### config.mk
export PLATFORM = sky130hd
export DESIGN_NAME = kbd_source_arbiter
export DESIGN_NICKNAME = d
export VERILOG_FILES = /design/src/rtl/kbd_arb_pkg.sv /design/src/rtl/kbd_fifo.sv /design/src/rtl/kbd_source_arbiter.sv
export SDC_FILE = /design/constraint.sdc
export NUM_CORES = 1
export LEC_CHECK = 0
export CORE_MARGIN = 4
export CORE_UTILIZATION = 45
export DETAILED_ROUTE_END_ITERATION = 7
export DONT_BUFFER_PORTS = 1
export PLACE_DENSITY = 0.58
export SLEW_MARGIN = 20
export SYNTH_ARGS = -nofsm -noshare
export SYNTH_HDL_FRONTEND = slang
export SYNTH_HIERARCHICAL = 1
export SYNTH_SLANG_ARGS = --single-unit
export TNS_END_PERCENT = 30
### constraint.sdc
create_clock -name clk25 -period 2.7 [get_ports clk25]
set_input_delay 0 -clock clk25 [delete_from_list [all_inputs] [get_ports clk25]]
set_output_delay 0 -clock clk25 [all_outputs]
set_load 0.1 [all_outputs]
### src/rtl/kbd_arb_pkg.sv
// Shared constants, arbiter state type and case-folding helper for the keyboard source arbiter.
package kbd_arb_pkg;

  localparam int unsigned SRC_PS2  = 0;
  localparam int unsigned SRC_UART = 1;
  localparam int unsigned NUM_SRC  = 2;
  localparam int unsigned ASCII_W  = 7;

  typedef enum logic {
    ST_IDLE,
    ST_HOLD
  } arb_state_t;

  // Lower-case letters a..z become A..Z by clearing bit 5; everything else passes.
  function automatic logic [ASCII_W-1:0] upcase(input logic [ASCII_W-1:0] c);
    return ((c >= 7'h61) && (c <= 7'h7A)) ? (c & 7'h5F) : c;
  endfunction

endpackage

### src/rtl/kbd_fifo.sv
// Per-source character FIFO, 2**FIFO_AW entries deep, with extra-MSB pointers.
// A push into a full FIFO is accepted only when a pop happens in the same cycle.
module kbd_fifo
  import kbd_arb_pkg::*;
#(
  parameter int unsigned FIFO_AW = 2
) (
  input  logic               clk25,
  input  logic               rst,
  input  logic               i_flush,
  input  logic               i_push,
  input  logic [ASCII_W-1:0] i_data,
  input  logic               i_pop,
  output logic [ASCII_W-1:0] o_data,
  output logic               o_full,
  output logic               o_empty
);

  logic [FIFO_AW:0]   r_wr_ptr;
  logic [FIFO_AW:0]   r_rd_ptr;
  logic [ASCII_W-1:0] r_mem [2**FIFO_AW];
  logic               w_do_push;
  logic               w_do_pop;

  assign o_empty   = (r_wr_ptr == r_rd_ptr);
  assign o_full    = (r_wr_ptr[FIFO_AW] != r_rd_ptr[FIFO_AW]) &&
                     (r_wr_ptr[FIFO_AW-1:0] == r_rd_ptr[FIFO_AW-1:0]);
  assign w_do_pop  = i_pop & ~o_empty;
  assign w_do_push = i_push & (~o_full | w_do_pop);
  assign o_data    = r_mem[r_rd_ptr[FIFO_AW-1:0]];

  always_ff @(posedge clk25) begin
    if (rst || i_flush) begin
      r_wr_ptr <= '0;
      r_rd_ptr <= '0;
    end else begin
      if (w_do_push) r_wr_ptr <= r_wr_ptr + 1'b1;
      if (w_do_pop)  r_rd_ptr <= r_rd_ptr + 1'b1;
    end
  end

  // Full-and-popping writes the slot being read; the read sees the old value this cycle.
  always_ff @(posedge clk25) begin
    if (w_do_push && !i_flush) r_mem[r_wr_ptr[FIFO_AW-1:0]] <= i_data;
  end

endmodule

### src/rtl/kbd_source_arbiter.sv
// Merges PS/2 and UART character streams into the PIA keyboard register (round robin).
// Optional KBD_UPCASE_EN folds a..z to A..Z at the FIFO inputs.
module kbd_source_arbiter
  import kbd_arb_pkg::*;
#(
  parameter int unsigned FIFO_AW = 2
) (
  input  logic               clk25,
  input  logic               rst,
  input  logic [7:0]         ps2_data,
  input  logic               ps2_valid,
  input  logic [7:0]         uart_data,
  input  logic               uart_valid,
  input  logic [1:0]         src_en,
  input  logic               kbd_rd,
  input  logic               ovf_clr,
  output logic [ASCII_W-1:0] kbd_data,
  output logic               kbd_ready,
  output logic [1:0]         ovf
);

  arb_state_t         r_state;
  arb_state_t         w_state_nxt;
  logic [ASCII_W-1:0] r_kbd_data;
  logic               r_last;
  logic [NUM_SRC-1:0] r_ovf;

  logic [NUM_SRC-1:0] w_push, w_pop, w_full, w_empty, w_avail, w_ovf_set;
  logic [ASCII_W-1:0] w_in  [NUM_SRC];
  logic [ASCII_W-1:0] w_out [NUM_SRC];
  logic               w_load;
  logic               w_win;
  logic               w_unused_msb;

  assign w_unused_msb = ps2_data[7] ^ uart_data[7];

`ifdef KBD_UPCASE_EN
  assign w_in[SRC_PS2]  = upcase(ps2_data[ASCII_W-1:0]);
  assign w_in[SRC_UART] = upcase(uart_data[ASCII_W-1:0]);
`else
  assign w_in[SRC_PS2]  = ps2_data[ASCII_W-1:0];
  assign w_in[SRC_UART] = uart_data[ASCII_W-1:0];
`endif

  assign w_push    = {uart_valid, ps2_valid} & src_en;
  assign w_avail   = ~w_empty & src_en;
  assign w_ovf_set = w_push & w_full & ~w_pop;

  for (genvar g = 0; g < NUM_SRC; g++) begin : g_src
    kbd_fifo #(
      .FIFO_AW(FIFO_AW)
    ) u_fifo (
      .clk25  (clk25),
      .rst    (rst),
      .i_flush(~src_en[g]),
      .i_push (w_push[g]),
      .i_data (w_in[g]),
      .i_pop  (w_pop[g]),
      .o_data (w_out[g]),
      .o_full (w_full[g]),
      .o_empty(w_empty[g])
    );
  end

  // A disabled source is never eligible, so a flush can't race a grant.
  always_comb begin
    w_state_nxt = r_state;
    w_pop       = '0;
    w_load      = 1'b0;
    w_win       = r_last;
    case (r_state)
      ST_IDLE: begin
        if (|w_avail) begin
          w_win       = (&w_avail) ? ~r_last : w_avail[SRC_UART];
          w_pop       = w_win ? 2'b10 : 2'b01;
          w_load      = 1'b1;
          w_state_nxt = ST_HOLD;
        end
      end
      ST_HOLD: begin
        if (kbd_rd) w_state_nxt = ST_IDLE;
      end
      default: w_state_nxt = ST_IDLE;
    endcase
  end

  always_ff @(posedge clk25) begin
    if (rst) begin
      r_state    <= ST_IDLE;
      r_kbd_data <= '0;
      r_last     <= 1'(SRC_UART);
      r_ovf      <= '0;
    end else begin
      r_state <= w_state_nxt;
      if (w_load) begin
        r_kbd_data <= w_out[w_win];
        r_last     <= w_win;
      end
      r_ovf <= (r_ovf & ~{NUM_SRC{ovf_clr}}) | w_ovf_set;
    end
  end

  assign kbd_data  = r_kbd_data;
  assign kbd_ready = (r_state == ST_HOLD);
  assign ovf       = r_ovf;

endmodule

==> results.py <==
metrics = {
    "run_status": {
        "outcome": "complete, no violations",
    },
    "placed_design": {
        "gp_congestion": 0.775,
        "numPortBuffers": 0,
        "hpwl_um": 4660,
        "place_ws_ns": 0.383,
    },
    "clocking": {
        "post_cts.repair.setup_buffers": 0,
        "cts_max_level": 3,
        "ctsHoldBuffers": 20,
        "clk_pin_slew_ns": 0.08,
        "clk_latency_ns": 0.35,
        "clock_tree.buffer_depth": 2,
        "cts_tree": "built",
        "cts_inserted_buffers": 9,
        "post_cts_resized": 0,
        "clock-root-buffer": "clkbuf_8",
        "cts_sinks": 83,
    },
    "setup_path": {
        "crit_top_cell": "inv_1",
        "critPathKind": "flip-flop to flip-flop",
        "crit_family": "simple AND/OR/NAND/NOR gates",
        "cp_slowest_cell": "dfxtp_1",
        "start_kind": "flip-flop",
        "endpoint_kind": "flip-flop",
        "worst-path-buf-inv": 3,
        "crit_path_max_incr_delay_ns": 0.43,
        "crit_required_ns": 2.76,
        "crit_chain": "xnor2_1, nand3_1, inv_1, or3b_4, nor2_1, inv_1, a41o_1, nor3_1, buf_4",
        "crit_path_max_fanout": 7,
        "arrival_ns": 2.37,
    },
    "detailed_routing": {
        "drcViolationCount": 0,
        "vias_per_cell": 5.34,
        "wl_um": 6750,
        "drtAntennaViolNets": 0,
        "drtIter0Drc": 78,
        "drt_pass1_iterations": 4,
        "vias": 2196,
        "wire_per_inst_um": 16.4,
    },
    "yosys": {
        "synth_edf_count": 56,
        "synth_area_leader_cell": "edfxtp_1",
        "ys_seq_elements": 83,
        "async_flop_share_pct": 0,
        "syn_area_per_cell_um2": 14.0,
        "synthCells": 259,
        "synth_cell_types": 39,
        "syn-num-nets": 293,
        "yosys_warnings": 6,
        "synth_top_area_share_pct": 46.2,
        "ys.flop_type": "edfxtp_1",
        "synth.area.top_cells": "edfxtp_1 (46%), dfxtp_1 (15%), mux4_2 (8.7%)",
        "seq_area_frac_synth_pct": 61.1,
        "netlist_area_um2": 3640,
    },
    "timing": {
        "hold_violations": 0,
        "rsz0062_at_grt": "false",
        "tightest_slew_ns": 0.628,
        "max_slew_margin_pct": 58.0,
        "finalSetupTns_ns": 0,
        "fmax_ghz": 0.433,
        "period_share_pct": 85.6,
        "slew_violations": 0,
        "setup_violations": 0,
        "setup_ws_ns": 0.389,
        "period_minus_slack_ns": 2.31,
        "skew_ns": 0.00872,
    },
    "finish": {
        "nNetsFinal": 338,
        "nFillCells": 654,
        "drive_gt1_share_pct": 19.7,
        "final_cell_mix": "edfxtp_1 (56), nand2_1 (30), dfxtp_1 (27)",
        "diodes": 0,
        "syn_to_final_growth_pct": 17.2,
        "layout.cells.most_common": "edfxtp_1",
    },
    "floorplanning": {
        "initial_utilization_pct": 46.6,
        "die_w_um": 97.9,
        "ios": 34,
        "die_h_um": 97.9,
        "dieArea_um2": 9590,
        "rows": 32,
        "coreArea_um2": 7810,
    },
    "power": {
        "power.leakage_nw": 1.47,
        "vdd_drop_max_mv": 0.249,
        "total_power_w": 0.00233,
        "power_density_nw_per_um2": 546,
    },
    "grt": {
        "grt_max_degree": 17,
        "antenna_found_initial": 0,
        "grt_overflow": 0,
        "grt_pass1_vias": 2225,
        "grt_pass1_wl_um": 11300,
        "track_usage_pct": 15.0,
    },
    "run": {
        "drv_cap": 0,
    },
    "min_path": {
        "hold_path_class": "input port to flip-flop",
    },
}
==> final timing paths <==
check	slack (ns)	from	end	cells past startpoint
hold / removal	0.02	rst	r_last$_SDFFE_PP1P_	2
setup reg to reg	0.39	g_src[0].u_fifo/r_rd_ptr[2]$_SDFFE_PP0N_	g_src[0].u_fifo/r_mem[0][2]$_DFFE_PP_	9
hold reg to reg	0.51	g_src[1].u_fifo/r_rd_ptr[1]$_SDFFE_PP0N_	flip-flop	2
setup / recovery	0.39	g_src[0].u_fifo/r_rd_ptr[2]$_SDFFE_PP0N_	g_src[0].u_fifo/r_mem[0][2]$_DFFE_PP_	9
==> metal layers <==
layer / global-route usage, % / vias to the layer above / part of all wire, %
met5: 0 / - / 0
met4: 5.11 / 0 / 1.1
met3: 4.07 / 6 / 4.3
met2: 21.6 / 43 / 45
met1: 22.0 / 1084 / 50
li1: - / 1063 / -
==> synthesized netlist by cell type, types with 2 or more instances <==
master / count
and2_1: 7
buf_2: 2
mux2i_1: 12
a41oi_1: 5
dfxtp_1: 27
a21oi_1: 2
a31oi_1: 2
inv_1: 25
xor2_1: 2
o211ai_2: 2
edfxtp_1: 56
buf_1: 2
ha_1: 10
o221ai_2: 7
xnor2_1: 6
nand2b_1: 4
or3_1: 5
mux4_2: 14
nand3_1: 3
nand4_1: 7
nor3_1: 3
nand2_1: 30
a311o_1: 2
o211ai_1: 3
nor2_1: 6
or4b_1: 2
==> kinds of logic (layout without fill, tap and decap cells) <==
kind of cell             count (synthesis)  in the layout  share of synthesized area, %
flip-flops                              83             83                          61.1
adder cells (fa/ha/maj)                 10             10                          3.44
AO/OA/AOI/OAI                           28             28                          7.74
multiplexers                            26             26                          12.0
buffers and inverters                   31             81                          3.37
XOR/XNOR                                 8              8                          1.93
AND/OR/NAND/NOR                         73             73                          10.5
==> flip-flops by register name, summed over array words and instances, names as in the netlist, named ones only <==
signal / count
r_last: 1
ovf: 2
g_src.u_fifo/r_mem: 56
kbd_data: 7
kbd_ready: 1
g_src.u_fifo/r_rd_ptr: 6
g_src.u_fifo/r_wr_ptr: 6
==> metrics by stage <==
step / cells / util [%] / instance area [um^2] / hold WS, ns
2_1_floorplan: 259 / - / 3640 / 0.0691
3_3_place_gp: 375 / 49.8 / 3890 / 0.0708
3_5_place_dp: 375 / 49.8 / 3890 / 0.0731
4_1_cts: 411 / 54.6 / 4260 / 0.00532
5_1_grt: 411 / 54.6 / 4260 / 0.0506
6_report: 411 / 54.6 / 4260 / 0.0244
==> final cells by class <==
cell class / count / area, um^2 / area share [%]
clock buffers: 10 / 128 / 2.99
clock inverters: 6 / 48.8 / 1.14
inverters: 25 / 93.8 / 2.20
multi-input cells: 145 / 1290 / 30.3
flip-flops and latches: 83 / 2220 / 52.1
well taps: 102 / 128 / 2.99
repair buffers: 40 / 350 / 8.22
==> power by group <==
group          internal [W]  switching [W]  leakage, nW
clock network      0.000344       0.000465       0.0799
registers           0.00137     0.00000772        0.724
logic             0.0000526      0.0000901        0.667
(Power assumes the default switching activity.)
